**config.mk**
```make
export PLATFORM = sky130hd
export DESIGN_NAME = spi_word_rx_flat
export DESIGN_NICKNAME = d
export VERILOG_FILES = /design/src/rtl/spi_word_rx_if.sv /design/src/rtl/spi_word_rx.sv /design/src/flat_wrapper.sv
export SDC_FILE = /design/constraint.sdc
export NUM_CORES = 1
export LEC_CHECK = 0
export CORE_UTILIZATION = 30
export DETAILED_ROUTE_END_ITERATION = 7
export DONT_BUFFER_PORTS = 1
export PLACE_DENSITY_LB_ADDON = 0.2
export SLEW_MARGIN = 25
export SYNTH_ARGS = -nofsm -noshare
export SYNTH_HDL_FRONTEND = slang
export SYNTH_SLANG_ARGS = --single-unit
```
**constraint.sdc**
```tcl
create_clock -name clk -period 2.45 [get_ports clk]
set_clock_uncertainty 0.2 [all_clocks]
set_input_delay 0.1225 -clock clk [delete_from_list [all_inputs] [get_ports clk]]
set_output_delay 0.1225 -clock clk [all_outputs]
set_load 0.02 [all_outputs]
```
**src/rtl/spi_word_rx_if.sv**
```systemverilog
`default_nettype none
// ============================================================================
//  Module   : spi_word_rx_if
//  Purpose  : Bundles the SPI pins and the word-side handshake of
//             spi_word_rx. The slave modport is the receiver's view and the
//             master modport is the view of whatever drives the SPI pins
//             and consumes the words.
//  Signals  : spi_cs_l, spi_sclk, spi_data   SPI pins (master -> slave)
//             dout[DATA_W], dout_valid       received word (slave -> master)
//             dout_ready, overrun_clr        consumer controls (master -> slave)
//             bit_count[5], busy,
//             frame_err, overrun             status (slave -> master)
//  Revision : 1.0  initial release
// ============================================================================
interface spi_word_rx_if #(
   parameter int DATA_W = 16
) ();
   logic              spi_cs_l;
   logic              spi_sclk;
   logic              spi_data;
   logic [DATA_W-1:0] dout;
   logic              dout_valid;
   logic              dout_ready;
   logic              overrun_clr;
   logic [4:0]        bit_count;
   logic              busy;
   logic              frame_err;
   logic              overrun;

   modport slave (
      input  spi_cs_l, spi_sclk, spi_data, dout_ready, overrun_clr,
      output dout, dout_valid, bit_count, busy, frame_err, overrun
   );

   modport master (
      output spi_cs_l, spi_sclk, spi_data, dout_ready, overrun_clr,
      input  dout, dout_valid, bit_count, busy, frame_err, overrun
   );
endinterface
`default_nettype wire

```
**src/rtl/spi_word_rx.sv**
```systemverilog
`default_nettype none
// ============================================================================
//  Module   : spi_word_rx
//  Purpose  : SPI slave receiver for fixed-length MSB-first words. The SPI
//             pins are oversampled by clk through a synchroniser; each
//             synchronised sclk rising edge shifts one bit. A completed word
//             goes to a one-entry holding register with a valid/ready
//             handshake; a word that finds the register full is dropped and
//             flagged in the sticky overrun bit.
//  Ports    : clk         system clock, rising edge
//             reset       synchronous active-high reset
//             bus         spi_word_rx_if.slave (SPI pins, dout handshake,
//                         overrun_clr, bit_count, busy, frame_err, overrun)
//  Revision : 1.0  initial release
// ============================================================================
module spi_word_rx #(
   parameter int DATA_W      = 16,
   parameter int SYNC_STAGES = 2
) (
   input  logic         clk,
   input  logic         reset,
   spi_word_rx_if.slave bus
);

   localparam logic [4:0] c_data_w = 5'(DATA_W);
   localparam logic [4:0] c_last   = 5'(DATA_W - 1);

   typedef enum logic [1:0] {
      S_IDLE  = 2'd0,
      S_SHIFT = 2'd1,
      S_DONE  = 2'd2
   } state_t;

   // ------------------------------------------------------------------
   // Input synchroniser plus one extra sclk flop for edge detection.
   // All three pins share the same depth so data stays aligned to sclk.
   // ------------------------------------------------------------------
   logic [SYNC_STAGES-1:0] r_cs_sync;
   logic [SYNC_STAGES-1:0] r_sclk_sync;
   logic [SYNC_STAGES-1:0] r_data_sync;
   logic                   r_sclk_dly;

   always_ff @(posedge clk) begin
      if (reset) begin
         r_cs_sync   <= '1;
         r_sclk_sync <= '0;
         r_data_sync <= '0;
         r_sclk_dly  <= 1'b0;
      end else begin
         r_cs_sync   <= {r_cs_sync[SYNC_STAGES-2:0],   bus.spi_cs_l};
         r_sclk_sync <= {r_sclk_sync[SYNC_STAGES-2:0], bus.spi_sclk};
         r_data_sync <= {r_data_sync[SYNC_STAGES-2:0], bus.spi_data};
         r_sclk_dly  <= r_sclk_sync[SYNC_STAGES-1];
      end
   end

   logic w_cs_l;
   logic w_data;
   logic w_sclk_rise;

   assign w_cs_l      = r_cs_sync[SYNC_STAGES-1];
   assign w_data      = r_data_sync[SYNC_STAGES-1];
   assign w_sclk_rise = r_sclk_sync[SYNC_STAGES-1] & ~r_sclk_dly;

   // ------------------------------------------------------------------
   // Frame FSM
   // ------------------------------------------------------------------
   state_t            r_state;
   state_t            w_state_nxt;
   logic [DATA_W-1:0] r_sr;
   logic [DATA_W-1:0] w_sr_nxt;
   logic [4:0]        r_cnt;
   logic [4:0]        w_cnt_nxt;
   logic              w_word_done;
   logic              w_frame_err_nxt;

   always_ff @(posedge clk) begin
      if (reset) begin
         r_state <= S_IDLE;
         r_sr    <= '0;
         r_cnt   <= '0;
      end else begin
         r_state <= w_state_nxt;
         r_sr    <= w_sr_nxt;
         r_cnt   <= w_cnt_nxt;
      end
   end

   always_comb begin
      w_state_nxt     = r_state;
      w_sr_nxt        = r_sr;
      w_cnt_nxt       = r_cnt;
      w_word_done     = 1'b0;
      w_frame_err_nxt = 1'b0;
      case (r_state)
         S_IDLE: begin
            // Hold the datapath cleared so SHIFT is entered from zero.
            w_sr_nxt  = '0;
            w_cnt_nxt = '0;
            if (!w_cs_l) begin
               w_state_nxt = S_SHIFT;
            end
         end
         S_SHIFT: begin
            // The completing edge takes priority over a simultaneous
            // cs_l release, so a word that just made it is still delivered.
            if (w_sclk_rise && (r_cnt == c_last)) begin
               w_sr_nxt    = {r_sr[DATA_W-2:0], w_data};
               w_cnt_nxt   = c_data_w;
               w_word_done = 1'b1;
               w_state_nxt = S_DONE;
            end else if (w_cs_l) begin
               w_frame_err_nxt = (r_cnt != 5'd0);
               w_sr_nxt        = '0;
               w_cnt_nxt       = '0;
               w_state_nxt     = S_IDLE;
            end else if (w_sclk_rise) begin
               w_sr_nxt  = {r_sr[DATA_W-2:0], w_data};
               w_cnt_nxt = r_cnt + 5'd1;
            end
         end
         S_DONE: begin
            // Surplus sclk edges after a full word are ignored.
            if (w_cs_l) begin
               w_cnt_nxt   = '0;
               w_state_nxt = S_IDLE;
            end
         end
         default: begin
            w_state_nxt = S_IDLE;
         end
      endcase
   end

   // ------------------------------------------------------------------
   // Holding register, overrun and frame_err
   // ------------------------------------------------------------------
   logic [DATA_W-1:0] r_dout;
   logic              r_dout_valid;
   logic              r_overrun;
   logic              r_frame_err;
   logic              w_drain;

   assign w_drain = r_dout_valid & bus.dout_ready;

   always_ff @(posedge clk) begin
      if (reset) begin
         r_dout       <= '0;
         r_dout_valid <= 1'b0;
         r_overrun    <= 1'b0;
         r_frame_err  <= 1'b0;
      end else begin
         r_frame_err <= w_frame_err_nxt;
         if (w_word_done && (!r_dout_valid || w_drain)) begin
            r_dout       <= w_sr_nxt;
            r_dout_valid <= 1'b1;
         end else if (w_drain) begin
            r_dout_valid <= 1'b0;
         end
         // Setting has priority over clearing so no drop is ever lost.
         if (w_word_done && r_dout_valid && !w_drain) begin
            r_overrun <= 1'b1;
         end else if (bus.overrun_clr) begin
            r_overrun <= 1'b0;
         end
      end
   end

   assign bus.dout       = r_dout;
   assign bus.dout_valid = r_dout_valid;
   assign bus.bit_count  = r_cnt;
   assign bus.busy       = (r_state != S_IDLE);
   assign bus.frame_err  = r_frame_err;
   assign bus.overrun    = r_overrun;

endmodule
`default_nettype wire

```
**src/flat_wrapper.sv**
```systemverilog
// flat-port wrapper written by rule: the top's interface ports become plain ports
module spi_word_rx_flat 
#(
   parameter int DATA_W      = 16,
   parameter int SYNC_STAGES = 2
)
  (clk, reset, bus_spi_cs_l, bus_spi_sclk, bus_spi_data, bus_dout_ready, bus_overrun_clr, bus_dout, bus_dout_valid, bus_bit_count, bus_busy, bus_frame_err, bus_overrun);
  spi_word_rx_if #(.DATA_W(DATA_W)) bus_i ();
  input  logic clk;
  input  logic reset;
  input wire logic [$bits(bus_i.spi_cs_l)-1:0] bus_spi_cs_l;
  input wire logic [$bits(bus_i.spi_sclk)-1:0] bus_spi_sclk;
  input wire logic [$bits(bus_i.spi_data)-1:0] bus_spi_data;
  input wire logic [$bits(bus_i.dout_ready)-1:0] bus_dout_ready;
  input wire logic [$bits(bus_i.overrun_clr)-1:0] bus_overrun_clr;
  output wire logic [$bits(bus_i.dout)-1:0] bus_dout;
  output wire logic [$bits(bus_i.dout_valid)-1:0] bus_dout_valid;
  output wire logic [$bits(bus_i.bit_count)-1:0] bus_bit_count;
  output wire logic [$bits(bus_i.busy)-1:0] bus_busy;
  output wire logic [$bits(bus_i.frame_err)-1:0] bus_frame_err;
  output wire logic [$bits(bus_i.overrun)-1:0] bus_overrun;
  assign bus_i.spi_cs_l = bus_spi_cs_l;
  assign bus_i.spi_sclk = bus_spi_sclk;
  assign bus_i.spi_data = bus_spi_data;
  assign bus_i.dout_ready = bus_dout_ready;
  assign bus_i.overrun_clr = bus_overrun_clr;
  assign bus_dout = bus_i.dout;
  assign bus_dout_valid = bus_i.dout_valid;
  assign bus_bit_count = bus_i.bit_count;
  assign bus_busy = bus_i.busy;
  assign bus_frame_err = bus_i.frame_err;
  assign bus_overrun = bus_i.overrun;
  spi_word_rx #(.DATA_W(DATA_W), .SYNC_STAGES(SYNC_STAGES)) u_core (.clk(clk), .reset(reset), .bus(bus_i));
endmodule
```
==> impl_metrics.ini, run 1 <==
[synthesis]
synth_largest_type_area_fraction_pct = 51.6
synth_area_per_inst_um2 = 9.12
synth_flop_cell = sky130_fd_sc_hd__dfxtp_1
yosys_warnings = 0
post_synth_main_area_contributors = sky130_fd_sc_hd__dfxtp_1, sky130_fd_sc_hd__a22oi_1, sky130_fd_sc_hd__a21oi_1, sky130_fd_sc_hd__nand3_1, sky130_fd_sc_hd__nand2_1
synthesized_netlist_net_count = 214
syn_inst = 204
yosys.area.top_type = sky130_fd_sc_hd__dfxtp_1
ys_seq_elements = 48
number_of_flops_mapped_to_enable_cells_by_yosys = 0
synth.cell_area_um2 = 1860
synth_async_sr_flop_share_pct = 0
synthDistinctLibCells = 37
synth_seq_area_share_pct = 51.6

[hold_path]
timing.hold.worst.class = primary input to register

[sta]
setup-violations-final = 0
slew_headroom_pct = 59.5
max_freq_mhz = 448
final.setup.tns_ps = 0
rsz0062_at_grt = no
period_utilisation_layout_pct = 91.2
max_slew.worst_pin.slew_ps = 607
fin_crit_ps = 2230
maxSlewViolCount = 0
timing.final.hold_violations = 0

[critical_path]
r2r_setup_slack_ps = 220
critical_path_required_ps = 2500
rr_endpoint = u_core.bus.bit_count[2]
worst_setup_path_start_kind = register
worst_setup_path_end_kind = register
timing.critical_path.arrival_ps = 2280
crit_start = u_core.bus.bit_count[0]
crit_end = u_core.bus.bit_count[2]
startpoint_of_the_worst_slack_reg_to_reg_timing_path = u_core.bus.bit_count[0]
reg2reg_depth = 7
maximum_fanout_encountered_on_the_critical_timing_path = 6
worstSetupPathType = register to register

[power]
power_density_nw_per_um2 = 669
ir_drop_uv = 244
total_leakage_power_nw = 0.758

[die]
die_height_um = 80.8
boundaryPins = 32
die-width_um = 80.8
floorplan.initialDensity_pct = 31.2
die_area_um2 = 6520
coreArea_um2 = 5960
rows = 28

[global_routing]
grt.total_usage_pct = 12.8
grt_pass1_vias = 1283
largest_net_degree_at_the_start_of_global_routing = 51
overflow = 0
grt_first_pass_wirelength_um = 6340
grt_antenna_before_repair = 0

[routing]
drt-vias-per-instance = 5.04
detail-route-antenna-nets = 0
drt-pass1-iter-count = 4
detail_route.drc_violations = 0
initialDrtViolationCount = 77
postRouteWirelength_um = 4000
post_drt_wl_per_cell_um = 14.0
vias_after_detailed_routing = 1441

[cts]
clkSlewWorstSetupHoldPaths_ps = 90
cts_buf_count = 5
tritoncts_num_sinks = 48
cts-root-buf = sky130_fd_sc_hd__clkbuf_8
clk-insertion-delay-late_ps = 300
cts_setup_buffers = 0
clk_path_buf_depth = 2
tritoncts = yes
cts.htree.levels = 2

[status]
run_status = finished, final reports clean

[placement]
placed_cell_area_um2 = 1940
estimated_wirelength_of_the_detail_placed_design_um = 2390
gp_congestion = 0.744
portBuffers = 0

[final_layout]
design.final.nets = 220
finish.utilization_pct = 35.9
fillers = 642
commonest_non_fill_non_tap_cell_in_the_layout = sky130_fd_sc_hd__dfxtp_1
n_diodes = 0
finalInstanceArea_um2 = 2140
drive_gt1_share_pct = 10.4
mostFrequentLayoutCells = sky130_fd_sc_hd__dfxtp_1, sky130_fd_sc_hd__nand2_1, sky130_fd_sc_hd__a21oi_1
area_growth_syn_to_layout_pct = 14.9

[run]
cap_violations = 0
## worst min-delay path by stage
stage | start | to | depth (start not counted)
detailed placement | reset | u_core.bus.dout[1] | 1
floorplan | bus_spi_cs_l | u_core.r_cs_sync[0] | 1
global route | reset | u_core.bus.bit_count[3] | 3
global placement | reset | u_core.bus.dout[1] | 1
finish | reset | u_core.bus.bit_count[3] | 3
CTS | reset | u_core.bus.bit_count[3] | 3
## state kept, by name (all words and copies together) (netlist names)
name                   cells
u_core.bus.dout_valid      1
u_core.r_state             2
u_core.bus.bit_count       5
u_core.bus.dout           16
u_core.bus.frame_err       1
u_core.r_sr               15
u_core.r_data_sync         2
u_core.r_cs_sync           2
u_core.bus.overrun         1
u_core.r_sclk_sync         2
u_core.r_sclk_dly          1
## cells by family after synthesis
group / synth area share [%]
simple gates: 24.9
flops: 51.6
compound gates: 16.3
buf+inv: 4.57
fa+ha+maj: 2.02
mux: 0.538
## metal layers
metal,GRT usage [%],share of wire [%]
met1,16.6,49
met2,19.9,46
met3,3.82,3.7
met4,5.36,1.2
met5,0,0
## where the power goes
group	internal (W)	leakage (nW)	switching (W)
Sequential	0.000785	0.388	0.00000454
Combinational	0.0000167	0.308	0.0000201
Clock	0.000334	0.0614	0.000270
## synthesized netlist by cell type, types with 3 or more instances
cell type,count
sky130_fd_sc_hd__nor3b_1,4
sky130_fd_sc_hd__a22oi_1,14
sky130_fd_sc_hd__nor2_1,16
sky130_fd_sc_hd__nor2b_1,9
sky130_fd_sc_hd__inv_1,5
sky130_fd_sc_hd__a21oi_1,20
sky130_fd_sc_hd__clkbuf_1,4
sky130_fd_sc_hd__dfxtp_1,48
sky130_fd_sc_hd__buf_1,3
sky130_fd_sc_hd__nand2b_1,4
sky130_fd_sc_hd__nand2_1,20
sky130_fd_sc_hd__or2_2,3
sky130_fd_sc_hd__ha_1,3
sky130_fd_sc_hd__nand3_1,17
sky130_fd_sc_hd__buf_2,5
sky130_fd_sc_hd__a21o_1,3
## timing repair
item | 4_1_cts | 5_1_grt
resized for setup | 0 | 0
hold endpoints to repair | 48 | 0
hold buffers | 7 | 0
## stage by stage
step	total power, W	cells	setup slack (ps)	hold slack, ps
global route	0.00149	286	92.1	19.8
global placement	0.000821	271	263	-3.19
finish	0.00143	286	216	15.7
floorplan	0.000829	204	250	26.3
detailed placement	0.000821	271	246	-1.02
CTS	0.00145	286	216	9.60
## cell type report
cell class / count / area, um^2 / area share [%]
clock inverter: 2 / 38.8 / 1.81
inverter: 5 / 18.8 / 0.878
tap: 75 / 93.8 / 4.39
timing repair buffer: 13 / 125 / 5.85
sequential: 48 / 961 / 44.9
clock buffer: 6 / 82.6 / 3.86
multi-input combinational: 137 / 818 / 38.3
## worst max-delay path: stages (launching register included)
cell	delay (ps)
sky130_fd_sc_hd__dfxtp_1	320
sky130_fd_sc_hd__ha_1	210
sky130_fd_sc_hd__and3_1	180
sky130_fd_sc_hd__ha_1	230
sky130_fd_sc_hd__and3b_1	240
sky130_fd_sc_hd__or4_1	510
sky130_fd_sc_hd__o22ai_1	160
sky130_fd_sc_hd__a21o_1	130
No activity file was read; power rests on OpenSTA's default activity.
==> run 2, diff against run 1 <==
==> constraint.sdc (replaced) <==
create_clock -name clk -period 2.32 [get_ports clk]
set_clock_uncertainty 0.2 [all_clocks]
set_input_delay 0.116 -clock clk [delete_from_list [all_inputs] [get_ports clk]]
set_output_delay 0.116 -clock clk [all_outputs]
set_load 0.02 [all_outputs]
==> impl_metrics.ini, run 2 (same netlist as run 1, synthesis figures left out) <==
[power]
net_switching_power_figure_w = 0.000304
ir_drop_uv = 239
share_clk_of_total_power_pct = 40.7
cellInternalPower_w = 0.00117
total_leakage_power_nw = 0.773
comb_power_share_pct = 2.7
power_density_nw_per_um2 = 683
pwr-share-seq_pct = 56.7
netSwitchingFraction_pct = 20.7

[cts]
cts_setup_buffers = 0
tritoncts = yes
clk_path_buf_depth = 2
clkSlewWorstSetupHoldPaths_ps = 90
clk-insertion-delay-late_ps = 300
tritoncts_num_sinks = 48
cts_buf_count = 5
cts-root-buf = sky130_fd_sc_hd__clkbuf_8
cts.htree.levels = 2

[final_layout]
commonest_non_fill_non_tap_cell_in_the_layout = sky130_fd_sc_hd__dfxtp_1
finalInstanceArea_um2 = 2150
design.final.nets = 224
largest_register_ff_count = 16
drive_gt1_share_pct = 11.6
n_diodes = 0
seqCellArea_um2 = 961
fillers = 626
multi_input_gate_area_um2 = 818
area_growth_syn_to_layout_pct = 15.8
mostFrequentLayoutCells = sky130_fd_sc_hd__dfxtp_1, sky130_fd_sc_hd__nand2_1, sky130_fd_sc_hd__a21oi_1

[hold_path]
hold_depth = 1
min_delay_worst_endpoint = u_core.r_cs_sync[1]
min_from = u_core.r_cs_sync[0]
timing.hold.worst.class = register to register

[sta]
timing.final.hold_violations = 0
maxSlewViolCount = 0
setup-violations-final = 0
max_slew.worst_pin.slew_ps = 433
max_freq_mhz = 466
slew_headroom_pct = 71.0
fin_crit_ps = 2150
final.setup.tns_ps = 0
period_utilisation_layout_pct = 92.6
rsz0062_at_grt = no

[global_routing]
grt_first_pass_wirelength_um = 6790
grt_antenna_before_repair = 0
grt_pass1_vias = 1394
overflow = 0
grt.total_usage_pct = 13.5
largest_net_degree_at_the_start_of_global_routing = 51

[critical_path]
startpoint_of_the_worst_slack_reg_to_reg_timing_path = u_core.bus.bit_count[0]
timing.critical_path.buf_inv = 0
timing.critical_path.mode_cell = sky130_fd_sc_hd__ha_1
sequence_of_cells_on_the_critical_path = ha_1, and3_1, ha_1, and3b_1, or4_1, o22ai_1, a21o_1
rr_endpoint = u_core.bus.bit_count[3]
worst_setup_path_start_kind = register
worst_setup_path_end_kind = register
r2r_setup_slack_ps = 170
crit_path_max_incr_delay_ps = 500
cpMaxStageDelayCell = sky130_fd_sc_hd__or4_1
worstSetupPathType = register to register
top_family_by_delay_on_critical_path = simple AND/OR/NAND/NOR gates
maximum_fanout_encountered_on_the_critical_timing_path = 5
reg2reg_depth = 7
critical_path_required_ps = 2370
timing.critical_path.arrival_ps = 2200

[routing]
vias_after_detailed_routing = 1419
drt-vias-per-instance = 4.89
detail-route-antenna-nets = 0
postRouteWirelength_um = 3930
drt-pass1-iter-count = 4
detail_route.drc_violations = 0
post_drt_wl_per_cell_um = 13.6
initialDrtViolationCount = 83

[die]
coreArea_um2 = 5960
rows = 28
boundaryPins = 32
die_area_um2 = 6520
floorplan.initialDensity_pct = 31.2
die-width_um = 80.8
die_height_um = 80.8

[status]
run_status = finished, final reports clean

[run]
cap_violations = 0

[placement]
portBuffers = 0
gp_congestion = 0.724
placed_cell_area_um2 = 1970
estimated_wirelength_of_the_detail_placed_design_um = 2450
[run 2: cell types whose count changed in the layout (fill, tap and decap cells not counted), sizes merged]
cell and delta:
buf +4
[run 2: cell type report]
class	instances	area share [%]
flip-flops and latches	48	44.6
multi-input cells	137	38.0
inverters	5	0.871
repair buffers	17	7.20
clock inverters	2	1.63
clock buffers	6	3.37
well taps	75	4.36
[run 2: metrics by stage]
| step | hold WS [ps] | std cells | total power [W] | utilization [%] | setup WS (ps) |
|---|---|---|---|---|---|
| finish | 220 | 290 | 0.00147 | 36.2 | 173 |
| global route | 240 | 290 | 0.00153 | 36.2 | 54.7 |
| CTS | 227 | 290 | 0.00149 | 36.2 | 163 |
| detailed placement | -7.66 | 275 | 0.000867 | 33.0 | 194 |
| global placement | -8.76 | 275 | 0.000867 | 33.0 | 205 |
| floorplan | 19.8 | 204 | 0.000876 | - | 120 |
[run 2: timing repair]
item | 4_1_cts | 5_1_grt
gates resized for setup | 0 | 0
endpoints found under the hold margin | 48 | 0
hold buffers | 7 | 0
[run 2: per-layer routing]
metal  wire (um)  part of all wire [%]  up-vias  GRT usage (%)
li1            -                     -      730              -
met1        1910                    48      664           17.4
met2        1820                    46       20           21.4
met3         146                   3.7        5           3.60
met4          60                   1.5        0           5.36
met5           0                     0        -              0
[run 2: worst max-delay path by stage]
stage	startpoint	end	slack, ps	cells past startpoint
global route	u_core.bus.bit_count[0]	u_core.bus.bit_count[3]	50	7
finish	u_core.bus.bit_count[0]	u_core.bus.bit_count[3]	170	7
detailed placement	u_core.bus.bit_count[0]	u_core.bus.bit_count[3]	190	7
CTS	u_core.bus.bit_count[0]	u_core.bus.bit_count[3]	160	7
global placement	u_core.bus.bit_count[0]	u_core.bus.bit_count[3]	210	7
floorplan	u_core.bus.bit_count[0]	u_core.bus.bit_count[2]	120	7
[run 2: power groups by stage]
stage                     sequential, W  combinational, W  clock, W
after global placement         0.000853         0.0000143         0
after floorplan                0.000850         0.0000253         0
after global routing           0.000835         0.0000435  0.000656
after CTS                      0.000834         0.0000404  0.000617
after detailed placement       0.000853         0.0000143         0
final                          0.000833         0.0000392  0.000598
